===== src/rtl/vector_pair_packer_pkg.sv =====
// vector_pair_packer_pkg
//   Shared definitions for the vector pair packer slice.
//   - state_t      : packer FSM states (FILL collects lanes, HOLD presents a pair)
//   - DEFAULT_W    : default element width used by the dot product datapath
//   - DEFAULT_N    : default number of lanes per vector
//   - idx_width(n) : bits needed to count 0..n, used for lane index and vec_count
package vector_pair_packer_pkg;

  typedef enum logic {
    FILL = 1'b0,
    HOLD = 1'b1
  } state_t;

  localparam int DEFAULT_W = 32;
  localparam int DEFAULT_N = 8;

  function automatic int idx_width(input int n);
    return $clog2(n + 1);
  endfunction

endpackage


===== src/rtl/vector_pair_packer_if.sv =====
// vector_pair_packer_if
//   Bundles the element input stream and the packed vector output stream.
//   Ports (signals):
//     in_valid/in_ready/in_a/in_b/in_last : element pair stream into the packer
//     vec_valid/vec_ready                 : packed pair handshake out of the packer
//     vector_a/vector_b                   : packed vectors, lane i at [W*i +: W]
//     vec_count                           : number of valid lanes in the presented pair
//   Modports:
//     master : environment side (upstream producer + downstream consumer)
//     slave  : packer side
interface vector_pair_packer_if #(
  parameter int N = 8,
  parameter int W = 32
);
  import vector_pair_packer_pkg::*;

  localparam int CW = idx_width(N);

  logic           in_valid;
  logic           in_ready;
  logic [W-1:0]   in_a;
  logic [W-1:0]   in_b;
  logic           in_last;
  logic           vec_valid;
  logic           vec_ready;
  logic [W*N-1:0] vector_a;
  logic [W*N-1:0] vector_b;
  logic [CW-1:0]  vec_count;

  modport master (
    output in_valid, in_a, in_b, in_last, vec_ready,
    input  in_ready, vec_valid, vector_a, vector_b, vec_count
  );

  modport slave (
    input  in_valid, in_a, in_b, in_last, vec_ready,
    output in_ready, vec_valid, vector_a, vector_b, vec_count
  );

endinterface


===== src/rtl/vector_pair_packer_lane_bank.sv =====
// vector_lane_bank
//   N x W register bank with one write port addressed by lane index and a
//   synchronous clear of all lanes. Contents are presented packed.
//   Ports:
//     clk, rst_n : clock and asynchronous active-low reset (clears all lanes)
//     clear      : synchronous clear of every lane, wins over a write
//     wr_en      : write wr_data into lane wr_idx on this edge
//     wr_idx     : lane index to write
//     wr_data    : element to store
//     data       : packed lanes, lane i at [W*i +: W]
module vector_lane_bank
  import vector_pair_packer_pkg::*;
#(
  parameter int N = 8,
  parameter int W = 32
) (
  input  logic                      clk,
  input  logic                      rst_n,
  input  logic                      clear,
  input  logic                      wr_en,
  input  logic [idx_width(N)-1:0]   wr_idx,
  input  logic [W-1:0]              wr_data,
  output logic [W*N-1:0]            data
);

  localparam int IW = idx_width(N);

  logic [W-1:0] lanes [N];

  for (genvar i = 0; i < N; i++) begin : g_lane
    always_ff @(posedge clk or negedge rst_n) begin
      if (!rst_n) begin
        lanes[i] <= '0;
      end else if (clear) begin
        lanes[i] <= '0;
      end else if (wr_en && (wr_idx == IW'(i))) begin
        lanes[i] <= wr_data;
      end
    end

    assign data[W*i +: W] = lanes[i];
  end

endmodule


===== src/rtl/vector_pair_packer.sv =====
// vector_pair_packer
//   Serial-to-packed front end: collects one (a,b) element pair per cycle
//   into two lane banks and presents the completed pair with valid/ready.
//   in_last closes a vector early; unused lanes stay zero because every
//   output transfer clears both banks.
//   Ports:
//     clk   : clock, rising edge
//     rst_n : asynchronous reset, active low
//     bus   : vector_pair_packer_if slave (element stream in, packed pair out)
module vector_pair_packer
  import vector_pair_packer_pkg::*;
#(
  parameter int N = DEFAULT_N,
  parameter int W = DEFAULT_W
) (
  input  logic                 clk,
  input  logic                 rst_n,
  vector_pair_packer_if.slave  bus
);

  localparam int IW = idx_width(N);

  state_t        state;
  state_t        next_state;
  logic [IW-1:0] idx;
  logic [IW-1:0] vec_count_q;
  logic          in_xfer;
  logic          out_xfer;
  logic          close_vec;

  // Handshake outputs come straight from the state register.
  assign bus.in_ready  = (state == FILL);
  assign bus.vec_valid = (state == HOLD);
  assign bus.vec_count = vec_count_q;

  always_ff @(posedge clk or negedge rst_n) begin
    if (!rst_n) begin
      state <= FILL;
    end else begin
      state <= next_state;
    end
  end

  // A vector closes on the last lane or on an explicit in_last, whichever comes first.
  always_comb begin
    next_state = state;
    in_xfer    = 1'b0;
    out_xfer   = 1'b0;
    close_vec  = 1'b0;
    case (state)
      FILL: begin
        in_xfer   = bus.in_valid;
        close_vec = in_xfer && (bus.in_last || (idx == IW'(N - 1)));
        if (close_vec) begin
          next_state = HOLD;
        end
      end
      HOLD: begin
        out_xfer = bus.vec_ready;
        if (out_xfer) begin
          next_state = FILL;
        end
      end
      default: begin
        next_state = FILL;
      end
    endcase
  end

  // Lane index and the lane count latched when the vector closes.
  always_ff @(posedge clk or negedge rst_n) begin
    if (!rst_n) begin
      idx         <= '0;
      vec_count_q <= '0;
    end else if (out_xfer) begin
      idx         <= '0;
      vec_count_q <= '0;
    end else if (in_xfer) begin
      idx <= idx + IW'(1);
      if (close_vec) begin
        vec_count_q <= idx + IW'(1);
      end
    end
  end

  vector_lane_bank #(.N(N), .W(W)) u_bank_a (
    .clk     (clk),
    .rst_n   (rst_n),
    .clear   (out_xfer),
    .wr_en   (in_xfer),
    .wr_idx  (idx),
    .wr_data (bus.in_a),
    .data    (bus.vector_a)
  );

  vector_lane_bank #(.N(N), .W(W)) u_bank_b (
    .clk     (clk),
    .rst_n   (rst_n),
    .clear   (out_xfer),
    .wr_en   (in_xfer),
    .wr_idx  (idx),
    .wr_data (bus.in_b),
    .data    (bus.vector_b)
  );

endmodule


===== src/flat_wrapper.sv =====
// flat-port wrapper written by rule: the top's interface ports become plain ports
module vector_pair_packer_flat import vector_pair_packer_pkg::*;
#(
  parameter int N = DEFAULT_N,
  parameter int W = DEFAULT_W
)
  (clk, rst_n, bus_in_valid, bus_in_a, bus_in_b, bus_in_last, bus_vec_ready, bus_in_ready, bus_vec_valid, bus_vector_a, bus_vector_b, bus_vec_count);
  vector_pair_packer_if #(.N(N), .W(W)) bus_i ();
  input  logic clk;
  input  logic rst_n;
  input wire logic [$bits(bus_i.in_valid)-1:0] bus_in_valid;
  input wire logic [$bits(bus_i.in_a)-1:0] bus_in_a;
  input wire logic [$bits(bus_i.in_b)-1:0] bus_in_b;
  input wire logic [$bits(bus_i.in_last)-1:0] bus_in_last;
  input wire logic [$bits(bus_i.vec_ready)-1:0] bus_vec_ready;
  output wire logic [$bits(bus_i.in_ready)-1:0] bus_in_ready;
  output wire logic [$bits(bus_i.vec_valid)-1:0] bus_vec_valid;
  output wire logic [$bits(bus_i.vector_a)-1:0] bus_vector_a;
  output wire logic [$bits(bus_i.vector_b)-1:0] bus_vector_b;
  output wire logic [$bits(bus_i.vec_count)-1:0] bus_vec_count;
  assign bus_i.in_valid = bus_in_valid;
  assign bus_i.in_a = bus_in_a;
  assign bus_i.in_b = bus_in_b;
  assign bus_i.in_last = bus_in_last;
  assign bus_i.vec_ready = bus_vec_ready;
  assign bus_in_ready = bus_i.in_ready;
  assign bus_vec_valid = bus_i.vec_valid;
  assign bus_vector_a = bus_i.vector_a;
  assign bus_vector_b = bus_i.vector_b;
  assign bus_vec_count = bus_i.vec_count;
  vector_pair_packer #(.N(N), .W(W)) u_core (.clk(clk), .rst_n(rst_n), .bus(bus_i));
endmodule

===== config.mk =====
export PLATFORM = sky130hd
export DESIGN_NAME = vector_pair_packer_flat
export DESIGN_NICKNAME = d
export VERILOG_FILES = /design/src/rtl/vector_pair_packer_pkg.sv /design/src/rtl/vector_pair_packer_if.sv /design/src/rtl/vector_pair_packer_lane_bank.sv /design/src/rtl/vector_pair_packer.sv /design/src/flat_wrapper.sv
export SDC_FILE = /design/constraint.sdc
export NUM_CORES = 1
export LEC_CHECK = 0
export BUFFER_PORTS_ARGS = -buffer_cell sky130_fd_sc_hd__buf_2
export CAP_MARGIN = 30
export CORE_AREA = 2 2 227 229
export CTS_BUF_LIST = sky130_fd_sc_hd__clkbuf_8
export CTS_CLUSTER_SIZE = 14
export DETAILED_ROUTE_END_ITERATION = 8
export DIE_AREA = 0 0 229 231
export PLACE_DENSITY = 0.7
export SLEW_MARGIN = 20
export SYNTH_ARGS = -nofsm -noshare
export SYNTH_HDL_FRONTEND = slang
export SYNTH_HIERARCHICAL = 1
export SYNTH_SLANG_ARGS = --single-unit

===== constraint.sdc =====
create_clock -name clk -period 2.1 [get_ports clk]
set_clock_uncertainty 0.1 [all_clocks]
set_input_delay 0 -clock clk [delete_from_list [all_inputs] [get_ports clk]]
set_output_delay 0 -clock clk [all_outputs]
set_load 0.01 [all_outputs]

==> metrics.txt, run 1 <==
Die ar.=52900 sq um; WP data required=2500 ps; Setup TNS Final=0 ps; WP data arrival=2370 ps; clock buffer count from CTS=87; final std cells w/o fill=3230; unrepaired setup endpoints after global routing=false; initial antenna violation count=0; initial core utilization=0.455; Post-layout nets=2552; fin crit share=0.937; max_cap viols=0; worst setup margin=133 ps; Design Area, Final=29300 sq um; flops & latches, synth=521; crit-path max FO=94; Hold Violations, Final=0; Tmin final=1970 ps; dpl hpwl=48900 um; # H-tree levels=3; CTS clock-pin slew for the worst setup and hold paths=60 ps; Synth Cell Area=23000 sq um; # setup viols final=0; number of synthesized flops with an enable pin=0; async set-reset flop share out of synthesis=1.00; drt pass-1 iters=5; via count=16287; layout cells sized above 1=0.314; Syn. warnings=6; synth-to-layout area growth=27.2%; Slew Limit Fails=0; clock latency on the worst-skew pair=630 ps; Setup crit end kind=flip-flop; Synth area leader=dfrtp_1; Std-Cell Rows=83; DRC viols=0; most frequent cells after synthesis=nand2b_1, dfrtp_1, mux2i_1, clkbuf_1, buf_4; Synth area leaders=dfrtp_1, mux2i_1, nand2b_1; CTS tree=built; vias in the first global route=17038; Slew headroom=0.577; f_max=0.508 GHz; Top Ports=587; Clock Path Buffers=3; Post-Route WL=71400 um; Remaining Overflow, GRT=0; WL/cell=22.1 um; Sinks on Clock Net=521; post-placement cell area=26800 sq um; leakage=17.7 nW; Die Wd=229 um; Port Buffers=586; post-CTS setup buffers=0; total track usage=0.267; Cell variety after synth=33; diodes inserted=0; post-synthesis sequential area ratio=0.566; DP Cell Count=3002; post-synthesis cell count=1850; crit path kind=flip-flop to flip-flop; final core utilization=0.579; first-pass GRT wire length=108000 um; outcome=completed; post-synth top area share=0.566; Placer Congestion=0.825; Core ar.=50700 sq um; PwrDens=1210 nW/um^2; die height=231 um; most frequent cell after synthesis=nand2b_1; Hold WS=246 ps; Tightest Pin Transition=634 ps; Post-Syn Nets=1920; Hold/Removal Path Class=primary input to flip-flop; startpoint class of the critical path=flip-flop; syn avg cell area=12.5 sq um; Worst VDD drop=0.000731 V; Clk Tree Root Cell=clkbuf_8; drt via density=5.04; Tot Pwr=35.6 mW; largest net degree at the start of global routing=95; DRT antenna net count=0; prevailing post-synth register cell=dfrtp_1; drt initial violations=944; DP Worst Slack=94.5 ps
-- routing by layer --
metal,share of wire,global-route usage,wire length (um)
met5,0,0,0
met1,0.41,0.331,29300
met2,0.47,0.425,33600
met3,0.076,0.0815,5460
met4,0.043,0.130,3100
-- where the power goes --
part | switching [mW] | internal (mW)
registers | 1.84 | 13.1
clock network | 4.13 | 4.92
logic | 6.77 | 4.83
-- critical path: stages (launching register included) --
cell,delay (ps)
dfrtp_1,410
nand2_1,170
inv_8,150
buf_12,280
nand2b_1,500
mux2i_1,150
-- path summary, 6_finish.rpt --
| path | startpoint | to | slack (ps) | depth (start not counted) |
|---|---|---|---|---|
| max reg2reg | u_core/bus.vec_valid$_DFF_PN0_ | u_core/u_bank_a/data[178]$_DFFE_PN0P_ | 130 | 5 |
| max in group asynchronous | rst_n | u_core/u_bank_b/data[6]$_DFFE_PN0P_ | 870 | 4 |
| min reg2reg | u_core/bus.vec_count[1]$_DFFE_PN0P_ | u_core/bus.vec_count[1]$_DFFE_PN0P_ | 430 | 2 |
| min | bus_in_valid | u_core/idx[0]$_DFFE_PN0P_ | 250 | 4 |
| max | u_core/bus.vec_valid$_DFF_PN0_ | u_core/u_bank_a/data[178]$_DFFE_PN0P_ | 130 | 5 |
| min in group asynchronous | rst_n | u_core/u_bank_a/data[77]$_DFFE_PN0P_ | 620 | 4 |
-- layout make-up --
type	instances	area (sq um)
Clock buffer	109	1500
Clock inverter	48	263
Fill cell	4226	21400
Inverter	5	28.8
Multi-Input combinational cell	1146	9170
Sequential cell	521	13000
Tap cell	680	851
Timing Repair Buffer	721	4480
-- cells by family (layout without fill, tap and decap cells) --
kind of cell / Yosys count / after routing / share of synthesized area
AOI/OAI and AO/OA: 8 / 8 / 0.00233
xor gates and xnor gates: 3 / 3 / 0.00114
adders and majority gates: 1 / 1 / 0.000543
buffers and inverters: 183 / 883 / 0.0382
DFF: 521 / 521 / 0.566
muxes: 515 / 515 / 0.224
and+or+nand+nor: 619 / 619 / 0.168
-- flip-flops by register name, summed over array words and instances (netlist names) --
name                  flops
u_core/u_bank_a/data    256
u_core/u_bank_b/data    256
u_core/bus.vec_count      4
u_core/idx                4
u_core/bus.vec_valid      1
-- timing repair --
action                                  CTS  global route
setup endpoints to repair                 0            12
hold buffers                             71             0
gates resized for setup                   0             2
endpoints found under the hold margin  1042             0
-- cells in the final DEF, fill, tap and decap left out, drive strengths merged --
master	synthesis	layout
nand2b	577	577
nand2	16	16
and2b	2	2
dfrtp	521	521
mux2i	515	515
o211a	1	1
o21ai	5	5
dlygate4sd3	0	70
xnor2	2	2
and4b	1	1
a21oi	1	1
buf	70	651
inv	5	39
nor3b	2	2
clkinvlp	0	2
nand3b	1	1
a221o	1	1
nor2b	2	2
and2	4	4
or3	1	1
nand3	7	7
xor2	1	1
clkbuf	108	109
nor2	3	3
ha	1	1
bufinv	0	2
clkinv	0	10
and3b	3	3
Power figures use the tool's default switching activity.
==> inputs of run 2 (changes only) <==
- PLACE_DENSITY: 0.7 -> 0.76
==> metrics.txt, run 2 (synthesis gave the netlist of run 1 again) <==
outcome=completed (unchanged); crit path kind=flip-flop to flip-flop (unchanged); leakage=17.7 nW (about the same); Post-layout nets=2561 (was 2552); # setup viols final=0 (unchanged); via count=16615 (was 16287); DP Cell Count=3012 (was 3002); WP data arrival=2390 ps (was 2370 ps); drt pass-1 iters=5 (unchanged); Core ar.=50700 sq um (unchanged); vias in the first global route=17873 (was 17038); Tightest Pin Transition=644 ps (was 634 ps); crit-path max cell delay=420 ps (was 500 ps); Sinks on Clock Net=521 (unchanged); Clk Tree Root Cell=clkbuf_8 (unchanged); most common cell after layout, fill and taps aside=buf_2 (unchanged); Slew headroom=0.570 (was 0.577); clock buffer count from CTS=86 (was 87); max_cap viols=0 (unchanged); drt initial violations=1064 (was 944); Hold Violations, Final=0 (unchanged); CP cell instances=nand2_1, inv_8, buf_12, nand2b_1, mux2i_1 (unchanged); Tot Pwr=35.4 mW (was 35.6 mW); Worst VDD drop=0.000770 V (was 0.000731 V); Setup TNS Final=0 ps (unchanged); total track usage=0.267 (about the same); diodes inserted=0 (unchanged); CTS tree=built (unchanged); CP max-delay cell=nand2b_1 (unchanged); PwrDens=1210 nW/um^2 (about the same); Slew Limit Fails=0 (unchanged); initial core utilization=0.455 (unchanged); initial antenna violation count=0 (unchanged); DRC viols=0 (unchanged); fin crit share=0.944 (was 0.937); crit-path max FO=73 (was 94); clock latency on the worst-skew pair=640 ps (was 630 ps); Hold/Removal Path Class=primary input to flip-flop (unchanged); WL/cell=22.2 um (was 22.1 um); Top Ports=587 (unchanged); startpoint class of the critical path=flip-flop (unchanged); CTS clock-pin slew for the worst setup and hold paths=60 ps (about the same); unrepaired setup endpoints after global routing=false (unchanged); Post-Route WL=71700 um (was 71400 um); first-pass GRT wire length=109000 um (was 108000 um); Die ar.=52900 sq um (unchanged); Die Wd=229 um (unchanged); # H-tree levels=3 (unchanged); WP data required=2500 ps (about the same); drt via density=5.13 (was 5.04); dpl hpwl=48900 um (about the same); Placer Congestion=0.853 (was 0.825); largest net degree at the start of global routing=82 (was 95); Port Buffers=586 (unchanged); Tmin final=1980 ps (was 1970 ps); layout cells sized above 1=0.315 (was 0.314); final std cells w/o fill=3237 (was 3230); post-CTS setup buffers=0 (unchanged); Std-Cell Rows=83 (unchanged); Clock Path Buffers=3 (unchanged); Remaining Overflow, GRT=0 (unchanged); R2R setup slack=120 ps (was 130 ps); synth-to-layout area growth=27.1% (was 27.2%); Setup crit end kind=flip-flop (unchanged); die height=231 um (unchanged); fillcell total=4160 (was 4226); DRT antenna net count=0 (unchanged); f_max=0.504 GHz (was 0.508 GHz); commonest cells after routing, fill and taps aside=buf_2, nand2b_1, dfrtp_1 (unchanged)
## run 2: cell count changes in the layout (fill, tap and decap cells not counted), moves of 3 or more
cell      change
clkbuf_8      -6
nand2b_1      -3
buf_4        +14
buf_12        -4
nand2b_2      +3
inv_1         +5
clkinv_2      -4
## run 2: area by class of cell
type                            count  area, sq um  area share
Clock buffer                      103         1420      0.0484
Clock inverter                     51          289     0.00987
Inverter                            5         28.8    0.000982
Multi-Input combinational cell   1146         9170       0.313
Sequential cell                   521        13000       0.445
Tap cell                          680          851      0.0290
Timing Repair Buffer              731         4500       0.154
## run 2: final timing paths
| kind | startpoint | end | depth (start not counted) |
|---|---|---|---|
| worst max-delay path | u_core/bus.vec_valid$_DFF_PN0_ | u_core/u_bank_a/data[103]$_DFFE_PN0P_ | 5 |
| worst min-delay path | bus_in_b[10] | u_core/u_bank_b/data[138]$_DFFE_PN0P_ | 4 |
| worst max register to register | u_core/bus.vec_valid$_DFF_PN0_ | u_core/u_bank_a/data[103]$_DFFE_PN0P_ | 5 |
| worst min register to register | u_core/bus.vec_count[1]$_DFFE_PN0P_ | u_core/bus.vec_count[1]$_DFFE_PN0P_ | 2 |
| max in group asynchronous | rst_n | u_core/u_bank_a/data[52]$_DFFE_PN0P_ | 4 |
| min in group asynchronous | rst_n | u_core/u_bank_a/data[199]$_DFFE_PN0P_ | 4 |
## run 2: per-stage QoR
stage	utilization	hold WS (ps)	worst slack, ps	cell area [sq um]
2_1_floorplan	-	-396	324	23000
5_1_grt	0.578	138	26.8	29300
3_3_place_gp	0.530	-99.7	162	26800
6_report	0.578	134	117	29300
3_5_place_dp	0.530	-105	97.4	26800
4_1_cts	0.578	69.8	75.8	29300
## run 2: power breakdown
group	total, mW	leakage (nW)	internal (mW)	switching, mW
sequential	15.0	7.09	13.1	1.91
clock	8.86	1.01	4.71	4.16
combinational	11.5	9.58	4.84	6.71
total	35.4	17.7	22.6	12.8
## run 2: layer usage
layer | global-route usage | wire length [um] | up-vias
met5 | 0 | 0 | -
met1 | 0.326 | 28800 | 8440
met4 | 0.133 | 3140 | 0
li1 | - | - | 7334
met3 | 0.0716 | 5090 | 175
met2 | 0.438 | 34700 | 666
## run 2: timing repair
| action | 4_1_cts | 5_1_grt |
|---|---|---|
| resized for setup | 0 | 4 |
| setup endpoints to repair | 0 | 5 |
| hold buffers | 71 | 0 |
| hold endpoints to repair | 1042 | 0 |
## run 2: critical path, delay by kind of cell (launching register included)
kind                   cells  cell delay, ps
buffers and inverters      2             530
AND/OR/NAND/NOR            2             590
flip-flops                 1             410
multiplexers               1             140
==> inputs of run 3 (changes only) <==
- REMOVE_ABC_BUFFERS: unset -> 1
==> metrics.txt, run 3 (synthesis gave the netlist of run 1 again) <==
outcome=completed (unchanged); Post-layout nets=2557 (was 2561); Die Wd=229 um (unchanged); Core ar.=50700 sq um (unchanged); total track usage=0.251 (was 0.267); final core utilization=0.580 (was 0.578); CTS tree=built (unchanged); # setup viols final=0 (unchanged); Setup crit end kind=flip-flop (unchanged); reg2reg end=u_core/u_bank_b/data[29]$_DFFE_PN0P_ (was u_core/u_bank_a/data[103]$_DFFE_PN0P_); leakage=17.7 nW (about the same); crit-path max FO=25 (was 73); most common cell after layout, fill and taps aside=buf_2 (unchanged); Tot Pwr=35.5 mW (was 35.4 mW); first-pass GRT wire length=104000 um (was 109000 um); Tmin final=1970 ps (was 1980 ps); DRT antenna net count=0 (unchanged); Slew headroom=0.549 (was 0.570); WP data arrival=2420 ps (was 2390 ps); Critical R2R Launch=u_core/bus.vec_valid$_DFF_PN0_ (unchanged); Setup crit start=u_core/bus.vec_valid$_DFF_PN0_ (unchanged); dpl hpwl=44400 um (was 48900 um); unrepaired setup endpoints after global routing=false (unchanged); Placer Congestion=0.850 (was 0.853); synth-to-layout area growth=27.6% (was 27.1%); R2R setup slack=130 ps (was 120 ps); CTS clock-pin slew for the worst setup and hold paths=60 ps (about the same); Remaining Overflow, GRT=0 (unchanged); Die ar.=52900 sq um (unchanged); WP data required=2550 ps (was 2500 ps); WL/cell=20.8 um (was 22.2 um); # H-tree levels=3 (unchanged); crit path kind=flip-flop to flip-flop (unchanged); Clock Path Buffers=3 (unchanged); initial core utilization=0.455 (unchanged); Hold WS=207 ps (was 134 ps); layout cells sized above 1=0.319 (was 0.315); via count=16395 (was 16615); largest net degree at the start of global routing=83 (was 82); commonest cells after routing, fill and taps aside=buf_2, nand2b_1, dfrtp_1 (unchanged); Std-Cell Rows=83 (unchanged); DRC viols=0 (unchanged); Top Ports=587 (unchanged); post-placement cell area=26900 sq um (was 26800 sq um); R2R depth=6 (was 5); startpoint class of the critical path=flip-flop (unchanged); Critical Path End=u_core/u_bank_b/data[29]$_DFFE_PN0P_ (was u_core/u_bank_a/data[103]$_DFFE_PN0P_); fin crit share=0.940 (was 0.944); f_max=0.507 GHz (was 0.504 GHz); Hold Violations, Final=0 (unchanged); PwrDens=1210 nW/um^2 (about the same); Hold/Removal Path Class=primary input to flip-flop (unchanged); Slew Limit Fails=0 (unchanged); Port Buffers=586 (unchanged); Setup TNS Final=0 ps (unchanged); Worst VDD drop=0.000786 V (was 0.000770 V); Post-Route WL=67300 um (was 71700 um); drt pass-1 iters=5 (unchanged); drt via density=5.07 (was 5.13); initial antenna violation count=0 (unchanged); Clk Tree Root Cell=clkbuf_8 (unchanged); vias in the first global route=17624 (was 17873); die height=231 um (unchanged); Tightest Pin Transition=676 ps (was 644 ps); clock latency on the worst-skew pair=650 ps (was 640 ps); Design Area, Final=29400 sq um (was 29300 sq um); clock buffer count from CTS=88 (was 86); Sinks on Clock Net=521 (unchanged); drt initial violations=849 (was 1064); max_cap viols=0 (unchanged)
## run 3: cell count changes in the layout (fill, tap and decap cells not counted), moves of 2 or more
cell | before | now
bufinv_16 | 2 | 0
buf_4 | 52 | 42
clkbuf_8 | 103 | 122
inv_1 | 40 | 24
buf_12 | 22 | 27
## run 3: worst min path at each step
stage / startpoint / end / slack, ps / cells after the start
finish: bus_in_valid / u_core/idx[0]$_DFFE_PN0P_ / 210 / 4
global route: bus_in_valid / u_core/idx[0]$_DFFE_PN0P_ / 180 / 4
CTS: bus_in_valid / u_core/idx[0]$_DFFE_PN0P_ / 120 / 4
detailed placement: rst_n / u_core/u_bank_a/data[168]$_DFFE_PN0P_ / -50 / 1
global placement: rst_n / u_core/u_bank_a/data[168]$_DFFE_PN0P_ / -60 / 1
floorplan: rst_n / u_core/bus.vec_count[0]$_DFFE_PN0P_ / -400 / 0
## run 3: layer usage
metal,track usage,vias to the layer above,part of all wire
met3,0.0506,196,0.053
met4,0.147,0,0.053
met5,0,-,0
met1,0.310,8318,0.40
li1,-,7347,-
met2,0.411,534,0.49
## run 3: what timing repair did
item	in CTS	in global routing
resized for setup	0	2
hold endpoints to repair	1042	0
setup buffers	0	0
setup endpoints to repair	0	7
hold buffers	70	0
## run 3: cell type report
cell class              count  area [sq um]
clock inverters            32           155
multi-input cells        1146          9160
well taps                 680           851
fillers                  4250         21300
flip-flops and latches    521         13000
diodes                      1          2.50
repair buffers            725          4500
inverters                   5          28.8
clock buffers             122          1680
## run 3: metrics by stage
step / instances / setup slack [ps]
2_1_floorplan: 1672 / -4150
3_3_place_gp: 3007 / 191
3_5_place_dp: 3007 / 114
4_1_cts: 3231 / 101
5_1_grt: 3231 / 0.513
6_report: 3232 / 126
## run 3: critical path, cell delays in order (launching register included)
cell and delay (ps):
dfrtp_1 380, nand2b_4 180, inv_4 80, nor3b_2 390, and2_2 260, buf_12 210
mux2i_1 230
## run 3: power by group
group          internal [mW]  switching [mW]  total, mW
sequential              13.1            1.81       14.9
combinational           4.81            6.51       11.3
clock                   5.15            4.17       9.31
total                   23.0            12.5       35.5
